<file path="src/rtl/logic_unit_pkg.sv">
// Shared encodings for the bitwise logic unit and its two-requester arbiter.
package logic_unit_pkg;

  localparam int WIDTH_DEFAULT = 32;

  localparam logic [1:0] OP_AND = 2'b00;
  localparam logic [1:0] OP_OR  = 2'b01;
  localparam logic [1:0] OP_NOR = 2'b10;
  localparam logic [1:0] OP_XOR = 2'b11;

  typedef enum logic {
    EMPTY = 1'b0,
    FULL  = 1'b1
  } slot_state_t;

endpackage

</file>
<file path="src/rtl/logic_unit32.sv">
// Combinational bitwise logic unit: four parallel gate arrays and a 4:1 select.
module logic_unit32
  import logic_unit_pkg::*;
#(
  parameter int WIDTH = WIDTH_DEFAULT
) (
  input  logic [1:0]       op,
  input  logic [WIDTH-1:0] a,
  input  logic [WIDTH-1:0] b,
  output logic [WIDTH-1:0] result
);

  logic [WIDTH-1:0] and_r;
  logic [WIDTH-1:0] or_r;
  logic [WIDTH-1:0] nor_r;
  logic [WIDTH-1:0] xor_r;

  assign and_r = a & b;
  assign or_r  = a | b;
  assign nor_r = ~(a | b);
  assign xor_r = a ^ b;

  always_comb begin
    result = and_r;
    case (op)
      OP_AND:  result = and_r;
      OP_OR:   result = or_r;
      OP_NOR:  result = nor_r;
      OP_XOR:  result = xor_r;
      default: result = and_r;
    endcase
  end

endmodule

</file>
<file path="src/rtl/logic_unit_arbiter.sv">
// Round-robin sharing of one logic unit between two requesters, with a single
// registered result slot returned to whichever requester was granted.
module logic_unit_arbiter
  import logic_unit_pkg::*;
#(
  parameter int WIDTH = WIDTH_DEFAULT
) (
  input  logic             clk,
  input  logic             rst_n,
  input  logic [1:0]       req_valid,
  output logic [1:0]       req_ready,
  input  logic [1:0]       req_op0,
  input  logic [WIDTH-1:0] req_a0,
  input  logic [WIDTH-1:0] req_b0,
  input  logic [1:0]       req_op1,
  input  logic [WIDTH-1:0] req_a1,
  input  logic [WIDTH-1:0] req_b1,
  output logic [1:0]       rsp_valid,
  input  logic [1:0]       rsp_ready,
  output logic [WIDTH-1:0] rsp_data,
  output logic             rsp_zero,
  output logic             busy
);

  slot_state_t      state;
  slot_state_t      state_next;
  logic             owner;
  logic             ptr;
  logic             free;
  logic             accept;
  logic             sel;
  logic [1:0]       grant;
  logic [1:0]       op_sel;
  logic [WIDTH-1:0] a_sel;
  logic [WIDTH-1:0] b_sel;
  logic [WIDTH-1:0] result;

  // Grant and slot next-state; the slot frees in the same cycle its owner drains it
  always_comb begin
    grant      = 2'b00;
    free       = (state == EMPTY) || rsp_ready[owner];
    state_next = state;
    if (free && rst_n) begin
      case (req_valid)
        2'b01:   grant = 2'b01;
        2'b10:   grant = 2'b10;
        2'b11:   grant = ptr ? 2'b10 : 2'b01;
        default: grant = 2'b00;
      endcase
    end
    accept = |grant;
    sel    = grant[1];
    if (accept) begin
      state_next = FULL;
    end else if ((state == FULL) && rsp_ready[owner]) begin
      state_next = EMPTY;
    end
  end

  assign req_ready = grant;

  assign op_sel = sel ? req_op1 : req_op0;
  assign a_sel  = sel ? req_a1  : req_a0;
  assign b_sel  = sel ? req_b1  : req_b0;

  logic_unit32 #(.WIDTH(WIDTH)) u_lu (
    .op     (op_sel),
    .a      (a_sel),
    .b      (b_sel),
    .result (result)
  );

  always_ff @(posedge clk or negedge rst_n) begin
    if (!rst_n) begin
      state <= EMPTY;
    end else begin
      state <= state_next;
    end
  end

  // Result slot: loads on accept, otherwise holds (including after a drain)
  always_ff @(posedge clk or negedge rst_n) begin
    if (!rst_n) begin
      rsp_data <= '0;
      rsp_zero <= 1'b0;
      owner    <= 1'b0;
      ptr      <= 1'b0;
    end else if (accept) begin
      rsp_data <= result;
      rsp_zero <= (result == '0);
      owner    <= sel;
      ptr      <= ~sel;
    end
  end

  assign busy      = (state == FULL);
  assign rsp_valid = busy ? (owner ? 2'b10 : 2'b01) : 2'b00;

endmodule

</file>
<file path="config.mk">
export PLATFORM = sky130hd
export DESIGN_NAME = logic_unit_arbiter
export DESIGN_NICKNAME = d
export VERILOG_FILES = /design/src/rtl/logic_unit_pkg.sv /design/src/rtl/logic_unit32.sv /design/src/rtl/logic_unit_arbiter.sv
export SDC_FILE = /design/constraint.sdc
export NUM_CORES = 1
export LEC_CHECK = 0
export CORE_ASPECT_RATIO = 1.1
export CORE_MARGIN = 2
export CORE_UTILIZATION = 49
export CTS_CLUSTER_DIAMETER = 30
export DETAILED_ROUTE_END_ITERATION = 10
export PLACE_DENSITY = 0.88
export SLEW_MARGIN = 25
export SYNTH_ARGS = -nofsm -noshare
export SYNTH_HDL_FRONTEND = slang
export SYNTH_SLANG_ARGS = --single-unit
</file>
<file path="constraint.sdc">
create_clock -name clk -period 8.99 [get_ports clk]
set_clock_uncertainty 0.2 [all_clocks]
set_input_delay 1.798 -clock clk [delete_from_list [all_inputs] [get_ports clk]]
set_output_delay 1.798 -clock clk [all_outputs]
set_load 0.02 [all_outputs]
</file>
== Word-level counts from Yosys, hierarchy flattened ==
Cells that the tools add are included.

* Flip-flop bits (word level): 36
* Latch bits: 0
* Memory bits (writable): 0
* Memory bits (read-only): 0
* Output and inout port bits: 38
* Memories: 0

* Add/subtract/negate cells: 0
* Multipliers: 0
* Div/mod/pow operators: 0
* Order comparisons: 1
* Equal/unequal tests: 6
* Shifts and indexed selects: 0
* Mux-type cells: 13
* Bitwise gates (word level): 6
* Reduce and logical (&&, ||, !) cells: 7

{| class="wikitable"
|+ Operators by type and width
! operator !! number
|-
| one-hot mux 32 bit (4 select lines) || 1
|-
| two-way mux 32 bit || 2
|-
| bitwise AND 32 bit || 1
|-
| zero test 32 bit || 1
|-
| inverter 32 bit || 1
|-
| bitwise OR 32 bit || 1
|-
| bitwise XOR 32 bit || 1
|-
| two-way mux 2 bit || 5
|-
| == test 2 bit (second input constant) || 4
|-
| one-hot mux 2 bit (3 select lines) || 1
|-
| == test 2 x 1 -> 1 bit (second input constant) || 2
|-
| two-way mux 1 bit || 4
|-
| logical AND 1 bit || 2
|-
| zero test 2 bit || 1
|-
| < comparator 1 x 2 -> 1 bit (second input constant) || 1
|-
| inverter 1 bit || 2
|-
| nonzero test 2 bit || 1
|-
| OR reduction 2 bit || 1
|-
| logical OR 1 bit || 1
|}

== Depth between registers and ports, before layout ==
Gate-level depths: netlist of the first run.

* Depth in word-level cells: 10
* Depth in mapped cells: 17
* Depth with buffers taken out: 14

== By module ==
A second synthesis of the first run with hierarchy kept.

* Cell total of the unflattened synthesis: 477
* Area total of the unflattened synthesis: 4,488.1 um^2

{| class="wikitable"
|+ Modules (own cells, without submodules)
! module !! times used !! cells an instance !! area an instance (um^2)
|-
| logic_unit_arbiter || 1 || 171 || 2,279.7
|-
| logic_unit32 || 1 || 306 || 2,208.4
|}

== Least setup slack after synthesis of the first run ==
OpenSTA, ideal clock, no wires.

* Path type: in2reg
* From: in rsp_ready[1]
* To: reg rsp_zero
* Library setup time: 103 ps
* Arrival time: 5,189 ps
* Required time: 8,687 ps
* Path slack: 3,497 ps
* Stages: 14
* Path buffers: 4
* Cell sequence: mux2i_2 a211o_1 buf_6 buf_2 buf_1 buf_1 mux2i_1 ha_1 a211oi_1 a211oi_1 a211o_1 nand4_1 or4b_1 o41ai_2

* Word-level cells in the longest chain between the ends: 10
* Elaborated cells on any way between the ends: 19
* Classes of those cells: eq/ne (3); mux (7); bitwise (4); reduce/logical (5)

{| class="wikitable"
|+ RTL lines
! item !! RTL line !! RTL
|-
| start, declared || logic_unit_arbiter.sv:19 || <nowiki>input logic [1:0] rsp_ready,</nowiki>
|-
| two-way mux 1 bit (implied by the code) * (2 in a row) || logic_unit_arbiter.sv:41 || <nowiki>free = (state == EMPTY) || rsp_ready[owner];</nowiki>
|-
| logical OR 1 bit * || logic_unit_arbiter.sv:41 ||
|-
| logical AND 1 bit * || logic_unit_arbiter.sv:43 || <nowiki>if (free && rst_n) begin</nowiki>
|-
| two-way mux 2 bit * || logic_unit_arbiter.sv:43 ||
|-
| two-way mux 32 bit (on tied branches) || logic_unit_arbiter.sv:63, logic_unit_arbiter.sv:64 ||
|-
| bitwise OR 32 bit || logic_unit32.sv:19, logic_unit32.sv:20 ||
|-
| inverter 32 bit || logic_unit32.sv:20 || <nowiki>assign nor_r = ~(a | b);</nowiki>
|-
| one-hot mux 32 bit (4 select lines) || logic_unit32.sv:25 || <nowiki>case (op)</nowiki>
|-
| zero test 32 bit || logic_unit_arbiter.sv:90 || <nowiki>rsp_zero <= (result == '0);</nowiki>
|-
| end signal, assigned || logic_unit_arbiter.sv:90 ||
|-
| end, declared || logic_unit_arbiter.sv:21 || <nowiki>output logic rsp_zero,</nowiki>
|}

Mark *: on every way between the ends. The rest lies on a longest branch, timed or not. The select of a mux whose other input is x is not followed.
A chain may end at the register's enable or synchronous reset.

== Final worst setup path of the first run ==
* From: in rst_n
* To: out req_ready[1]

* Word-level cells in the longest chain between the ends: 2

{| class="wikitable"
|+ RTL lines
! item !! RTL line !! RTL
|-
| start, declared || logic_unit_arbiter.sv:9 || <nowiki>input logic rst_n,</nowiki>
|-
| logical AND 1 bit || logic_unit_arbiter.sv:43 ||
|-
| two-way mux 2 bit || logic_unit_arbiter.sv:43 ||
|-
| end, declared || logic_unit_arbiter.sv:11 || <nowiki>output logic [1:0] req_ready,</nowiki>
|}

Every way passes these cells.

==> flow_metrics.tcl, run 1 <==
set metrics [dict create \
    status "finished clean" \
    nNetsFinal 963 \
    fin_crit_sh_pct 70.5 \
    synth-main-ff-cell "dfrtp_1" \
    crit_arrival_ns 4.34 \
    cts.sink_count 36 \
    fin_ws_ns 2.65 \
    slew_headroom_pct 40.5 \
    coreArea_um2 8960 \
    drive_above_1_share_pct 3.41 \
    gp_congestion 0.933 \
    finalPower_mw 1.26 \
    syn_area_per_cell_um2 7.42 \
    cp-end-kind "output port" \
    worstSetupStartpointType "input port" \
    clk_pin_slew_ns 0.07 \
    slowest_delay_ns 0.73 \
    crit_path_top_delay_cell "clkdlybuf4s50_1" \
    synth_fa_ha_area_share_pct 17.3 \
    reg2reg_from "owner$_DFFE_PN0P_" \
    clockBufferDepth 2 \
    synth_edf_count 0 \
    synth.top_cells.by_count "145 x nand2_1, 79 x inv_1, 63 x ha_1" \
    wl_met1_mm 5.36 \
    finalSetupViolCount 0 \
    crit_chain "buf_2 -> nand2_1 -> a211o_4 -> inv_2 -> clkdlybuf4s50_1" \
    synth_xor_area_share_pct 0 \
    leakage_nw 3.27 \
    fp.dieArea_um2 10100 \
    insertion_delay_ns 0.29 \
    postSynthNetCount 814 \
    synthArstFlopShare_pct 100 \
    start_util_pct 50.8 \
    period_needed_ns 6.34 \
    firstDrtPassIters 5 \
    routed_via_density 5.73 \
    crit_start "rst_n" \
    synthTopCellsByArea "dfrtp_1 20%, ha_1 17%, nand2_1 12%, a211oi_1 10%, mux2i_1 8.1%" \
    maxCapViolations 0 \
    hold_violations 0 \
    cts_tree "yes" \
    vias 5025 \
    max_freq_mhz 158 \
    min-delay-start "rsp_data[12]$_DFFE_PN0P_" \
    synth_compound_area_share_pct 27.6 \
    numCtsBuffers 5 \
    ctsResizeCount 0 \
    cp.depth 5 \
    worstSetupPathType "in2out" \
    synthToLayoutAreaGrowth_pct 42.8 \
    grt_pass1_wl_mm 22.4 \
    ios 176 \
    synth_top_family_by_area "compound AO/OA/AOI/OAI gates" \
    cp_max_fo 38 \
    fp.dieH_um 105 \
    antenna_found_initial 0 \
    synthMuxAreaShare_pct 8.44 \
    wl_per_cell_um 16.3 \
    htreeDepth 2 \
    hold_buffers 0 \
    synth_seq_area_share_pct 19.8 \
    antenna_cells 0 \
    rows 36 \
    rsz0062_at_grt "false" \
    ys_ff_latch 36 \
    synth.most_common_cell "nand2_1" \
    r2r_cells 10 \
    grt_pass1_vias 4984 \
    synthSimpleGateAreaFrac_pct 16.2 \
    yosysWarnings 0 \
    globalRoute.totalOverflow 0 \
    ant_nets 0 \
    post-place-ws_ns 2.58 \
    worstPathRequired_ns 6.99 \
    drt_iter0_drc 281 \
    grt_max_degree 85 \
    die_w_um 95.9 \
    wl_met2_mm 7.18 \
    ctsRootBufferMaster "clkbuf_8" \
    powerDensity_nw_per_um2 194 \
    synth_top_area_share_pct 19.8 \
    final_util_pct 72.5 \
    grt.total_usage_pct 27.6 \
    dp.cells 867 \
    maxSlewViolCount 0 \
    final_cell_count_no_fill 877 \
    io_buffers 175 \
    hold_path.class "reg2reg" \
    maxUsedRoutingLayer "met4" \
    syn_area_um2 4550 \
    ir_worst_vdd_mv 0.197 \
    totalWireLength_mm 14.3 \
    cp_num_buf_inv 3 \
    worstHoldPathCells 2 \
    synth_cells 613 \
    worst_pin_slew_ns 0.893 \
    routed-wl-met3_mm 1.05 \
    ys_types 34 \
    post_cts_buffers 0 \
    synth_top_area_cell "dfrtp_1" \
    post-dp-hpwl_mm 10.8 \
    fin_setup_tns_ns 0 \
    critical-path-top-delay-family "buffers and inverters" \
    drc 0 \
]
cell type report:
class | instances | area (µm²)
clock buffers | 5 | 68.8
flip-flops and latches | 36 | 901
clock inverters | 3 | 42.5
repair buffers | 180 | 1850
inverters | 80 | 300
fillers | 684 | 2470
well taps | 114 | 143
multi-input cells | 459 | 3190
cell families after synthesis:
logic type               count (synthesis)
adder cells (fa/ha/maj)                 63
AO/OA/AOI/OAI                          175
buffers and inverters                  118
multiplexers                            38
AND/OR/NAND/NOR                        183
flip-flops                              36
tightest hold or removal path: stages, from the launching register on:
cell and delay (ns):
dfrtp_1 0.35, nand2_1 0.05, nand2_1 0.05
path summary, 6_finish.rpt:
check	slack, ns	to
min in group asynchronous	1.39	rsp_data[12]$_DFFE_PN0P_
worst min register to register	0.28	rsp_data[12]$_DFFE_PN0P_
worst min-delay path	0.28	rsp_data[12]$_DFFE_PN0P_
max in group asynchronous	6.68	rsp_data[21]$_DFFE_PN0P_
worst max register to register	4.62	rsp_zero$_DFFE_PN0P_
worst max-delay path	2.65	req_ready[1]
sequential cells by signal, summed over array words and instances, names as in the netlist:
signal / count
rsp_zero: 1
owner: 1
busy: 1
rsp_data: 32
ptr: 1
stage by stage:
| step | area [µm²] | hold WS [ns] |
|---|---|---|
| 6_report | 6500 | 0.284 |
| 3_3_place_gp | 6300 | 0.256 |
| 2_1_floorplan | 4550 | 0.287 |
| 3_5_place_dp | 6330 | 0.268 |
| 5_1_grt | 6500 | 0.303 |
| 4_1_cts | 6440 | 0.285 |
report_power, final:
part	internal, mW	leakage, nW	switching [mW]
Clock	0.0821	0.0541	0.0598
Sequential	0.234	0.449	0.0538
Combinational	0.371	2.76	0.459
cells in the final DEF (no fill, tap or decap), types with 23 or more instances in the layout:
cell / instances
nand2_1: 145
a211oi_1: 61
dfrtp_1: 36
mux2i_1: 37
clkdlybuf4s50_1: 174
inv_1: 79
ha_1: 63
a211o_1: 26
a21oi_1: 43
o21ai_0: 23
routing by layer:
layer | vias up | track usage (%)
met4 | 0 | 12.0
met5 | - | 0
met2 | 241 | 50.2
met1 | 2308 | 30.9
met3 | 48 | 4.40
li1 | 2428 | -
Note: power is estimated with default switching activity, not from simulation.
==> run 2, diff against run 1 <==
--- a/config.mk
+++ b/config.mk
@@ -7,10 +7,10 @@
 export LEC_CHECK = 0
 export CORE_ASPECT_RATIO = 1.1
 export CORE_MARGIN = 2
-export CORE_UTILIZATION = 49
+export CORE_UTILIZATION = 45
 export CTS_CLUSTER_DIAMETER = 30
 export DETAILED_ROUTE_END_ITERATION = 10
-export PLACE_DENSITY = 0.88
+export PLACE_DENSITY = 0.82
 export SLEW_MARGIN = 25
 export SYNTH_ARGS = -nofsm -noshare
 export SYNTH_HDL_FRONTEND = slang
==> constraint.sdc (replaced) <==
create_clock -name clk -period 6.6 [get_ports clk]
set_clock_uncertainty 0.2 [all_clocks]
set_input_delay 1.32 -clock clk [delete_from_list [all_inputs] [get_ports clk]]
set_output_delay 1.32 -clock clk [all_outputs]
set_load 0.02 [all_outputs]
==> flow_metrics.tcl, run 2 (synthesis gave the netlist of run 1 again) <==
set metrics [dict create \
    worst_pin_slew_ns 1.07 \
    fp.dieH_um 109 \
    clockBufferDepth 2 \
    leakage_nw 3.27 \
    grt_pass1_wl_mm 23.4 \
    globalRoute.totalOverflow 0 \
    io_buffers 175 \
    ant_nets 0 \
    final_util_pct 65.9 \
    final_common_cell "clkdlybuf4s50_1" \
    ios 176 \
    slew_headroom_pct 28.7 \
    maxCapViolations 0 \
    antenna_cells 0 \
    synthToLayoutAreaGrowth_pct 42.5 \
    status "finished clean" \
    largest_register_ffs 32 \
    worstSetupPathType "in2out" \
    grt_max_degree 55 \
    fp.dieArea_um2 10900 \
    drive_above_1_share_pct 3.53 \
    nNetsFinal 966 \
    post-dp-hpwl_mm 11.5 \
    coreArea_um2 9840 \
    cp_max_fo 41 \
    maxSlewViolCount 0 \
    met1_usage_pct 28.2 \
    antenna_found_initial 0 \
    worstSetupStartpointType "input port" \
    numCtsBuffers 5 \
    fin_setup_tns_ns 0 \
    totalWireLength_mm 14.7 \
    use_met3_pct 4.64 \
    cts.sink_count 36 \
    hold_path.class "reg2reg" \
    wl_per_cell_um 16.6 \
    most-common-layout-cells "174 x clkdlybuf4s50_1, 145 x nand2_1, 79 x inv_1, 63 x ha_1, 61 x a211oi_1" \
    htreeDepth 2 \
    ctsResizeCount 0 \
    hold_violations 0 \
    period_needed_ns 5.49 \
    die_w_um 99.9 \
    drc 0 \
    powerDensity_nw_per_um2 260 \
    gp_congestion 0.866 \
    met2_usage_pct 51.6 \
    crit_arrival_ns 3.97 \
    ir_worst_vdd_mv 0.226 \
    finalSetupViolCount 0 \
    routed_via_density 5.71 \
    busiest_layer "met2" \
    hold_buffers 0 \
    vias 5050 \
    grt.total_usage_pct 26.7 \
    max_freq_mhz 182 \
    rows 38 \
    post_cts_buffers 0 \
    clk_pin_slew_ns 0.07 \
    drt_iter0_drc 211 \
    grt_pass1_vias 5202 \
    ctsRootBufferMaster "clkbuf_8" \
    rsz0062_at_grt "false" \
    largest_register "rsp_data" \
    worstPathRequired_ns 5.08 \
    start_util_pct 46.2 \
    fin_crit_sh_pct 83.1 \
    firstDrtPassIters 5 \
    cp-end-kind "output port" \
    cts_tree "yes" \
    insertion_delay_ns 0.29 \
]
[run 2: cell count changes in the layout (fill, tap and decap cells not counted), sizes merged]
cell,previous run,this run
buf,6,9
bufinv,1,0
clkbuf,5,7
clkinv,1,0
clkinvlp,1,0
[run 2: path summary, 6_finish.rpt]
path	start	to	slack (ns)	cells past startpoint
setup reg to reg	owner$_DFFE_PN0P_	rsp_zero$_DFFE_PN0P_	2.21	11
setup / recovery	rsp_ready[0]	req_ready[1]	1.11	5
max in group asynchronous	rst_n	ptr$_DFFE_PN0P_	4.95	2
min in group asynchronous	rst_n	rsp_data[7]$_DFFE_PN0P_	0.93	2
hold / removal	rsp_data[19]$_DFFE_PN0P_	rsp_data[19]$_DFFE_PN0P_	0.27	2
hold reg to reg	rsp_data[19]$_DFFE_PN0P_	rsp_data[19]$_DFFE_PN0P_	0.27	2
[run 2: per-stage QoR]
step / total power [mW] / setup slack, ns / hold slack (ns) / area [µm²] / cells
finish: 1.68 / 1.11 / 0.271 / 6490 / 885
floorplan: 1.05 / 1.59 / 0.287 / 4550 / 613
global placement: 1.46 / 1.04 / 0.255 / 6330 / 876
CTS: 1.67 / 1.12 / 0.271 / 6460 / 884
global route: 1.81 / 0.983 / 0.302 / 6490 / 885
detailed placement: 1.50 / 0.908 / 0.256 / 6360 / 877
[run 2: metal layers]
metal	vias up	share of wire, %
li1	2426	-
met1	2359	38
met2	220	51
met3	45	6.7
met4	0	3.7
met5	-	0
[run 2: power by group]
part	total (mW)	switching, mW	internal (mW)
clock	0.169	0.0762	0.0929
sequential	0.389	0.0703	0.319
combinational	1.13	0.623	0.503
total	1.68	0.769	0.915
[run 2: cell type report]
class	instances	area (µm²)
multi-input combinational	459	3190
tap	120	150
timing repair buffer	183	1850
inverter	80	300
sequential	36	901
clock buffer	7	96.3
fill	850	3360
[run 2: critical path, stage by stage]
cell	delay [ns]
clkdlybuf4s50_1	0.50
mux2i_2	0.16
a211o_4	0.58
inv_2	0.63
clkdlybuf4s50_1	0.74
